--- src/rtl/count_sequencer.sv ---
// Switch-driven counting sequencer: synchronizes and debounces sw, steps an
// IDLE/RUN/PAUSE machine, divides clk into en_o ticks and counts them on data_o.
module count_sequencer #(
    parameter int CNT_W         = 8,
    parameter int RATIO_W       = 16,
    parameter int DEFAULT_RATIO = 10,
    parameter int DEBOUNCE      = 4
) (
    input  logic               clk,
    input  logic               rst,
    input  logic               sw,
    input  logic [RATIO_W-1:0] ratio_i,
    input  logic               ratio_load_i,
    input  logic               clr_i,
    output logic               en_o,
    output logic [CNT_W-1:0]   data_o,
    output logic               wrap_o,
    output logic [1:0]         state_o
);

    localparam int DB_W = (DEBOUNCE < 2) ? 1 : $clog2(DEBOUNCE);

    localparam logic [1:0]         S_IDLE    = 2'b00;
    localparam logic [1:0]         S_RUN     = 2'b01;
    localparam logic [1:0]         S_PAUSE   = 2'b10;
    localparam logic [DB_W-1:0]    DB_LAST   = DB_W'(DEBOUNCE - 1);
    localparam logic [RATIO_W-1:0] RATIO_RST = RATIO_W'(DEFAULT_RATIO);
    localparam logic [CNT_W-1:0]   CNT_MAX   = {CNT_W{1'b1}};

    logic               sync1_q, sync2_q;
    logic               db_q, db_d, db_prev_q;
    logic [DB_W-1:0]    db_cnt_q, db_cnt_d;
    logic [1:0]         state_q, state_d;
    logic [RATIO_W-1:0] ratio_q, ratio_d;
    logic [RATIO_W-1:0] div_q, div_d;
    logic [RATIO_W-1:0] div_last_s;
    logic               en_q, en_d;
    logic [CNT_W-1:0]   data_q, data_d;
    logic               wrap_q, wrap_d;
    logic               press_s;
    logic               tick_s;

    // Debounce: accept the synchronized level after DEBOUNCE consecutive disagreeing samples.
    always_comb begin
        db_d     = db_q;
        db_cnt_d = db_cnt_q;
        if (sync2_q != db_q) begin
            if (db_cnt_q == DB_LAST) begin
                db_d     = sync2_q;
                db_cnt_d = {DB_W{1'b0}};
            end else begin
                db_cnt_d = db_cnt_q + DB_W'(1);
            end
        end else begin
            db_cnt_d = {DB_W{1'b0}};
        end
    end

    assign press_s = db_q & ~db_prev_q;

    // Mode machine: clr overrides any press in the same cycle.
    always_comb begin
        state_d = state_q;
        if (clr_i) begin
            state_d = S_IDLE;
        end else if (press_s) begin
            case (state_q)
                S_IDLE:  state_d = S_RUN;
                S_RUN:   state_d = S_PAUSE;
                S_PAUSE: state_d = S_RUN;
                default: state_d = S_IDLE;
            endcase
        end else begin
            state_d = state_q;
        end
    end

    // Divider: a zero ratio behaves as a divide-by-one.
    always_comb begin
        if (ratio_q == {RATIO_W{1'b0}}) begin
            div_last_s = {RATIO_W{1'b0}};
        end else begin
            div_last_s = ratio_q - RATIO_W'(1);
        end
        tick_s  = (state_q == S_RUN) && (div_q == div_last_s) && !ratio_load_i && !clr_i;
        ratio_d = ratio_load_i ? ratio_i : ratio_q;
        if (clr_i || ratio_load_i || (state_q == S_IDLE)) begin
            div_d = {RATIO_W{1'b0}};
        end else if (state_q == S_RUN) begin
            div_d = tick_s ? {RATIO_W{1'b0}} : div_q + RATIO_W'(1);
        end else begin
            div_d = div_q;
        end
        en_d = tick_s;
    end

    // Counter advances on the cycle en_o is shown, so the new value appears one cycle later.
    always_comb begin
        if (clr_i) begin
            data_d = {CNT_W{1'b0}};
            wrap_d = 1'b0;
        end else if (en_q) begin
            data_d = data_q + CNT_W'(1);
            wrap_d = (data_q == CNT_MAX);
        end else begin
            data_d = data_q;
            wrap_d = 1'b0;
        end
    end

    // State registers with synchronous reset.
    always_ff @(posedge clk) begin
        if (rst) begin
            sync1_q   <= 1'b0;
            sync2_q   <= 1'b0;
            db_q      <= 1'b0;
            db_prev_q <= 1'b0;
            db_cnt_q  <= {DB_W{1'b0}};
            state_q   <= S_IDLE;
            ratio_q   <= RATIO_RST;
            div_q     <= {RATIO_W{1'b0}};
            en_q      <= 1'b0;
            data_q    <= {CNT_W{1'b0}};
            wrap_q    <= 1'b0;
        end else begin
            sync1_q   <= sw;
            sync2_q   <= sync1_q;
            db_q      <= db_d;
            db_prev_q <= db_q;
            db_cnt_q  <= db_cnt_d;
            state_q   <= state_d;
            ratio_q   <= ratio_d;
            div_q     <= div_d;
            en_q      <= en_d;
            data_q    <= data_d;
            wrap_q    <= wrap_d;
        end
    end

    assign en_o    = en_q;
    assign data_o  = data_q;
    assign wrap_o  = wrap_q;
    assign state_o = state_q;

endmodule

--- config.mk ---
export PLATFORM = sky130hd
export DESIGN_NAME = count_sequencer
export DESIGN_NICKNAME = d
export VERILOG_FILES = /design/src/rtl/count_sequencer.sv
export SDC_FILE = /design/constraint.sdc
export NUM_CORES = 1
export LEC_CHECK = 0
export CORE_ASPECT_RATIO = 1.75
export CORE_MARGIN = 2
export CORE_UTILIZATION = 30
export DETAILED_ROUTE_END_ITERATION = 7
export GPL_TIMING_DRIVEN = 0
export HOLD_SLACK_MARGIN = 0.02
export MAX_ROUTING_LAYER = met4
export PLACE_DENSITY_LB_ADDON = 0.25
export SYNTH_ARGS = -nofsm -noshare
export SYNTH_HDL_FRONTEND = slang
export SYNTH_SLANG_ARGS = --single-unit
--- constraint.sdc ---
create_clock -name clk -period 3.15 [get_ports clk]
set_input_delay 0.315 -clock clk [delete_from_list [all_inputs] [get_ports clk]]
set_output_delay 0.315 -clock clk [all_outputs]
set_load 0.01 [all_outputs]
; Yosys cells after proc, flatten, opt, wreduce, memory -nomap -nowiden
; Index checks and enable logic that the tools add are counted.
[word_totals]
register_bits = 50
latchBits = 0
ramBits = 0
rom_bits = 0
in_bits = 21
output_inout_bits = 12
wordCells = 43
memories = 0
[classes]
addsub = 4
mul = 0
div = 0
n_lt_le_gt_ge = 0
eq_ne = 6
n_shift = 0
muxes = 3
n_bitwise = 4
reduce_logical = 15
[ops]
columns = cell, n
row1 = $mux W16, 2
row2 = $add A16 B1 Y16 const B, 1
row3 = $eq A16 B16 Y1, 1
row4 = $logic_not A16 Y1, 1
row5 = $sub A16 B1 Y16 const B, 1
row6 = $add A8 B1 Y8 const B, 1
row7 = $eq A8 B8 Y1 const B, 1
row8 = $reduce_or A2 Y1, 3
row9 = $reduce_or A3 Y1, 2
row10 = $eq A2 B2 Y1 const B, 2
row11 = $pmux W2 S2, 1
row12 = $logic_and A1 B1 Y1, 3
row13 = $not A1 Y1, 3
row14 = $add A2 B1 Y2 const B, 1
row15 = $eq A2 B1 Y1 const B, 1
row16 = $logic_not A1 Y1, 2
row17 = $logic_not A2 Y1, 1
row18 = $logic_or A1 B1 Y1, 2
row19 = $reduce_and A2 Y1, 1
row20 = $and A1 B1 Y1, 1
row21 = $ne A1 B1 Y1, 1

; Depth between registers and ports, before layout
; Gate-level depths: netlist of run 1.
[depth]
ltp_word = 7
mapped_depth = 13
depth_no_buf = 10

; Worst setup path before layout of run 1
; No wires, ideal clock.
[synth_timing]
path_type = register to register
from = register ratio_q[0]
to = register div_q[10]
setup_time_ns = 0.114
arrival_ns = 2.786
required_time_ns = 3.036
slack_ns = 0.249
stages_incl_launch_ff = 13
n_path_buf = 3
synth_period_minus_slack_ns = 2.901
path_cell_list = dfxtp_1 -> clkbuf_1 -> inv_1 -> ha_1 -> clkbuf_1 -> nor4b_1 -> and4_1 -> or4_1 -> a2111oi_0 -> o2111ai_1 -> nand2_2 -> buf_6 -> nor2_1
[synth_via]
elab_chain_cells = 7
word_cells_on_any_way = 8
classes_between = 1 x add/sub / 1 x eq/ne / 2 x mux / 4 x reduce/logical
[synth_lines]
columns = element, line
row1 = from (decl), 34  ; logic [RATIO_W-1:0] ratio_q, ratio_d;
row2 = from (signal assigned), 132  ; ratio_q <= ratio_d;
row3 = $sub A16 B1 Y16 / $logic_not A16 Y1 (equally long branches), "83, 80"
row4 = $mux W16 (*), 80  ; if (ratio_q == {RATIO_W{1'b0}}) begin
row5 = $eq A16 B16 Y1 (*), 85  ; tick_s = (state_q == S_RUN) && (div_q == div_last_s) && !ratio_load_i && !clr_i;
row6 = $logic_and A1 B1 Y1 (*) (3 in a row), 85
row7 = $mux W16 (*), 90  ; div_d = tick_s ? {RATIO_W{1'b0}} : div_q + RATIO_W'(1);
row8 = to (signal assigned), 121  ; div_q <= {RATIO_W{1'b0}};
row9 = to (signal assigned), 133  ; div_q <= div_d;
row10 = to (decl), 35  ; logic [RATIO_W-1:0] div_q, div_d;
; Mark *: on every way between the ends. The rest lies on a longest branch, timed or not.
; A chain may end at the register's enable or synchronous reset.

; Worst setup path in the final report of run 1
[layout_timing]
from = register ratio_q[0]
to = register div_q[11]
; Same word-level chain as after synthesis.

==> results.toml, run 1 <==
[status]
outcome = "complete, no violations"

[route]
drtAntennaViolNets = 0
detail_route.wl_per_cell_um = 14.5
overall_routed_net_length_mm = 7.02
dr.pass1.iters = 4
post-route-drc-count = 0
via_count = 2394
drt_first_iter_violations = 100
vias_per_cell = 4.95

[worst_setup_path]
criticalPathCategory = "reg -> reg"
critical_path.top_delay_family = "simple AND/OR/NAND/NOR gates"
timing.critical_path.slowest_cell_delay_ns = 0.61
critical_path_endpoint_category = "flop"
cp_cell_sequence = "inv_1 -> ha_2 -> nor4b_1 -> and4_1 -> or4_1 -> a2111oi_2 -> o2111ai_1 -> nand2_2 -> buf_6 -> nor2_1"
cp.buffers_inverters = 2
critPathMaxFanout = 10
crit_path_top_delay_cell = "sky130_fd_sc_hd__or4_1"
timing.critical_path.from_type = "flop"
required_ns = 3.34
arrival_time_at_the_worst_endpoint_ns = 3.20

[global_routing]
grt_pass1_vias = 2352
global_route_wire_length_before_repair_mm = 11.6
grt_use_total_pct = 14.8
maximum_number_of_pins_on_one_net_before_global_route_repair = 16
grt_antenna_before_repair = 0
overflow = 0

[yosys]
post_synth_main_area_contributors = "sky130_fd_sc_hd__dfxtp_1 36%, sky130_fd_sc_hd__mux2i_1 7.2%, sky130_fd_sc_hd__nor2_1 6.9%"
mappedNetlistArea_mm2 = 0.00279
post_synth_xor_area_fraction_pct = 10.7
synth_compound_area_share_pct = 9.74
synthCells = 327
synth_edf_count = 0
synthMuxAreaShare_pct = 7.72
post-synth-top-count-cell = "sky130_fd_sc_hd__nor2_1"
ys_ff_latch = 50
post_synth_most_frequent_cells = "51 x sky130_fd_sc_hd__nor2_1, 50 x sky130_fd_sc_hd__dfxtp_1, 20 x sky130_fd_sc_hd__mux2i_1, 20 x sky130_fd_sc_hd__xnor2_1, 19 x sky130_fd_sc_hd__nand2_1"
prevailing_post_synth_register_cell = "sky130_fd_sc_hd__dfxtp_1"
ys_warn_count = 0
synthesis.nets = 352
main_combinational_cell_family_by_area_after_synthesis = "simple AND/OR/NAND/NOR gates"
post-synth-top-area-fraction_pct = 35.9
synth-async-reset-ratio_pct = 0
synth.avg_cell_area_um2 = 8.52
yosys.area.top_type = "sky130_fd_sc_hd__dfxtp_1"
synthSimpleGateAreaFrac_pct = 30.2
synth.yosys.seq_area_share_pct = 35.9
synthAdderAreaFrac_pct = 1.80
synthDistinctLibCells = 52

[power]
cellPowerDensity_mw_per_mm2 = 420
internal-power_mw = 1.10
p_leak_nw = 1.17
vdd_drop_max_uv = 318
power_frac_comb_pct = 11.4
power.share.switching_pct = 24.2
p_sw_mw = 0.350
pwr-share-clk_pct = 42.7
share_seq_of_total_power_pct = 45.9

[hold_path]
hold_path.class = "reg -> reg"

[timing]
fin_skew_ns = 0.00898
final-hold-violation-count = 0
worst_slew_pin_slew_ns = 0.701
fmax_mhz = 331
maxSlewHeadroom_pct = 53.2
period_needed_ns = 3.02
timing.final.crit_share_pct = 95.8
setup_violations = 0
unrepaired_setup_endpoints_after_global_routing = "false"
totalNegativeSetupSlack_ns = 0
timing.final.max_slew_violations = 0

[die]
num_io_pins = 33
fp-row-count = 46
placeableCoreArea_mm2 = 0.00904
start_util_pct = 30.8
dieArea_mm2 = 0.0101
fp.dieH_um = 131
die_x_um = 76.9

[job]
max-cap-violations = 0

[clocking]
tritoncts.num_buffers = 5
path_clk_slew_ns = 0.07
cts.path.max_buffers = 2
clock-root-buffer = "sky130_fd_sc_hd__clkbuf_16"
cts_hold_buf = 0
htree_num_levels = 2
cts_tree = "built"
cts.sinks = 50
clock_latency_ns = 0.30

[placed_design]
dpl.hpwl_mm = 5.47
dp_cells = 478
routability_cong = 0.884
port_buffers = 31

[layout]
multiInputGateArea_mm2 = 0.00171
final.fill_count = 937
num_antenna_cells = 0
areaGrowthSynthToFinish_pct = 23.7
layout-drive-gt1-share_pct = 10.7
num-nets-final = 389
final_cell_count_no_fill = 484
final-seq-area_mm2 = 0.00100
finalCoreUtilization_pct = 38.1
## routing by layer
metal	vias to the layer above	wire, um	global-route usage [%]
li1	1222	-	-
met5	-	0	-
met4	0	231	6.97
met1	1118	2730	15.2
met3	11	158	2.06
met2	43	3900	27.2
## sequential cells by signal, indices dropped and copies added, names as in the netlist
register,flops
db_prev_q,1
db_q,1
data_o,8
wrap_o,1
ratio_q,16
sync1_q,1
state_o,2
div_q,16
en_o,1
db_cnt_q,2
sync2_q,1
## placed cells by master (no fill, tap or decap), types with 4 or more instances in the layout
cell type                         count
sky130_fd_sc_hd__a21oi_1              6
sky130_fd_sc_hd__or3_1                5
sky130_fd_sc_hd__xor2_1              14
sky130_fd_sc_hd__mux2i_1             20
sky130_fd_sc_hd__clkbuf_16            5
sky130_fd_sc_hd__nor2_1              51
sky130_fd_sc_hd__nor2_2               8
sky130_fd_sc_hd__a21boi_0             5
sky130_fd_sc_hd__nor4_1               4
sky130_fd_sc_hd__xnor2_1             20
sky130_fd_sc_hd__nand2b_1             5
sky130_fd_sc_hd__nor3_1              11
sky130_fd_sc_hd__inv_1                7
sky130_fd_sc_hd__nand2_1             19
sky130_fd_sc_hd__clkbuf_1             9
sky130_fd_sc_hd__o21ai_0              7
sky130_fd_sc_hd__clkdlybuf4s50_1     31
sky130_fd_sc_hd__nand4_1              6
sky130_fd_sc_hd__nand3_1             15
sky130_fd_sc_hd__nor2b_1              5
sky130_fd_sc_hd__dfxtp_1             49
## timing repair
action / in CTS / in global routing
buffers inserted: 2 / 0
pin swaps: 2 / 0
resized for setup: 3 / 5
setup endpoints to repair: 17 / 16
## worst paths after layout
check	startpoint	end	slack, ns	cells after the start
max reg2reg	ratio_q[0]	div_q[11]	0.13	10
max	ratio_q[0]	div_q[11]	0.13	10
min	db_cnt_q[0]	db_cnt_q[0]	0.42	1
min reg2reg	db_cnt_q[0]	db_cnt_q[0]	0.42	1
## power groups by stage
stage	Clock (mW)	Combinational [mW]	Sequential [mW]
after floorplan	0	0.110	0.670
after global placement	0	0.164	0.673
after detailed placement	0	0.165	0.674
after CTS	0.632	0.165	0.661
after global routing	0.661	0.182	0.667
final	0.619	0.164	0.665
## kinds of logic (layout without fill, tap and decap cells)
| logic type | count (synthesis) | count (layout) |
|---|---|---|
| and+or+nand+nor | 157 | 157 |
| DFF | 50 | 50 |
| buffers and inverters | 23 | 60 |
| adders and majority gates | 4 | 4 |
| xor gates and xnor gates | 34 | 34 |
| muxes | 21 | 21 |
| AOI/OAI and AO/OA | 38 | 38 |
## final cells by class
type | count | share of cell area, %
Multi-Input combinational cell | 254 | 49.5
Sequential cell | 50 | 29.1
Timing Repair Buffer | 33 | 9.44
Tap cell | 120 | 4.36
Clock buffer | 5 | 3.63
Buffer | 13 | 2.11
Clock inverter | 2 | 1.13
Inverter | 7 | 0.763
## through the flow
step / instance area, um^2 / setup WS, ns / hold slack [ns] / power, mW
3_3_place_gp: 3250 / -0.408 / 0.407 / 0.837
5_1_grt: 3450 / 0.00569 / 0.431 / 1.51
2_1_floorplan: 2790 / 0.249 / 0.397 / 0.781
6_report: 3450 / 0.133 / 0.421 / 1.45
3_5_place_dp: 3250 / -0.404 / 0.414 / 0.839
4_1_cts: 3420 / 0.0673 / 0.425 / 1.46
Note: power is estimated with default switching activity, not from simulation.
==> inputs of run 2 (changes only) <==
--- a/config.mk
+++ b/config.mk
@@ -10,7 +10,6 @@
 export CORE_UTILIZATION = 30
 export DETAILED_ROUTE_END_ITERATION = 7
 export GPL_TIMING_DRIVEN = 0
-export HOLD_SLACK_MARGIN = 0.02
 export MAX_ROUTING_LAYER = met4
 export PLACE_DENSITY_LB_ADDON = 0.25
 export SYNTH_ARGS = -nofsm -noshare
==> results of run 2 <==
The final DEF is identical to that of run 1; final timing and power are the same.
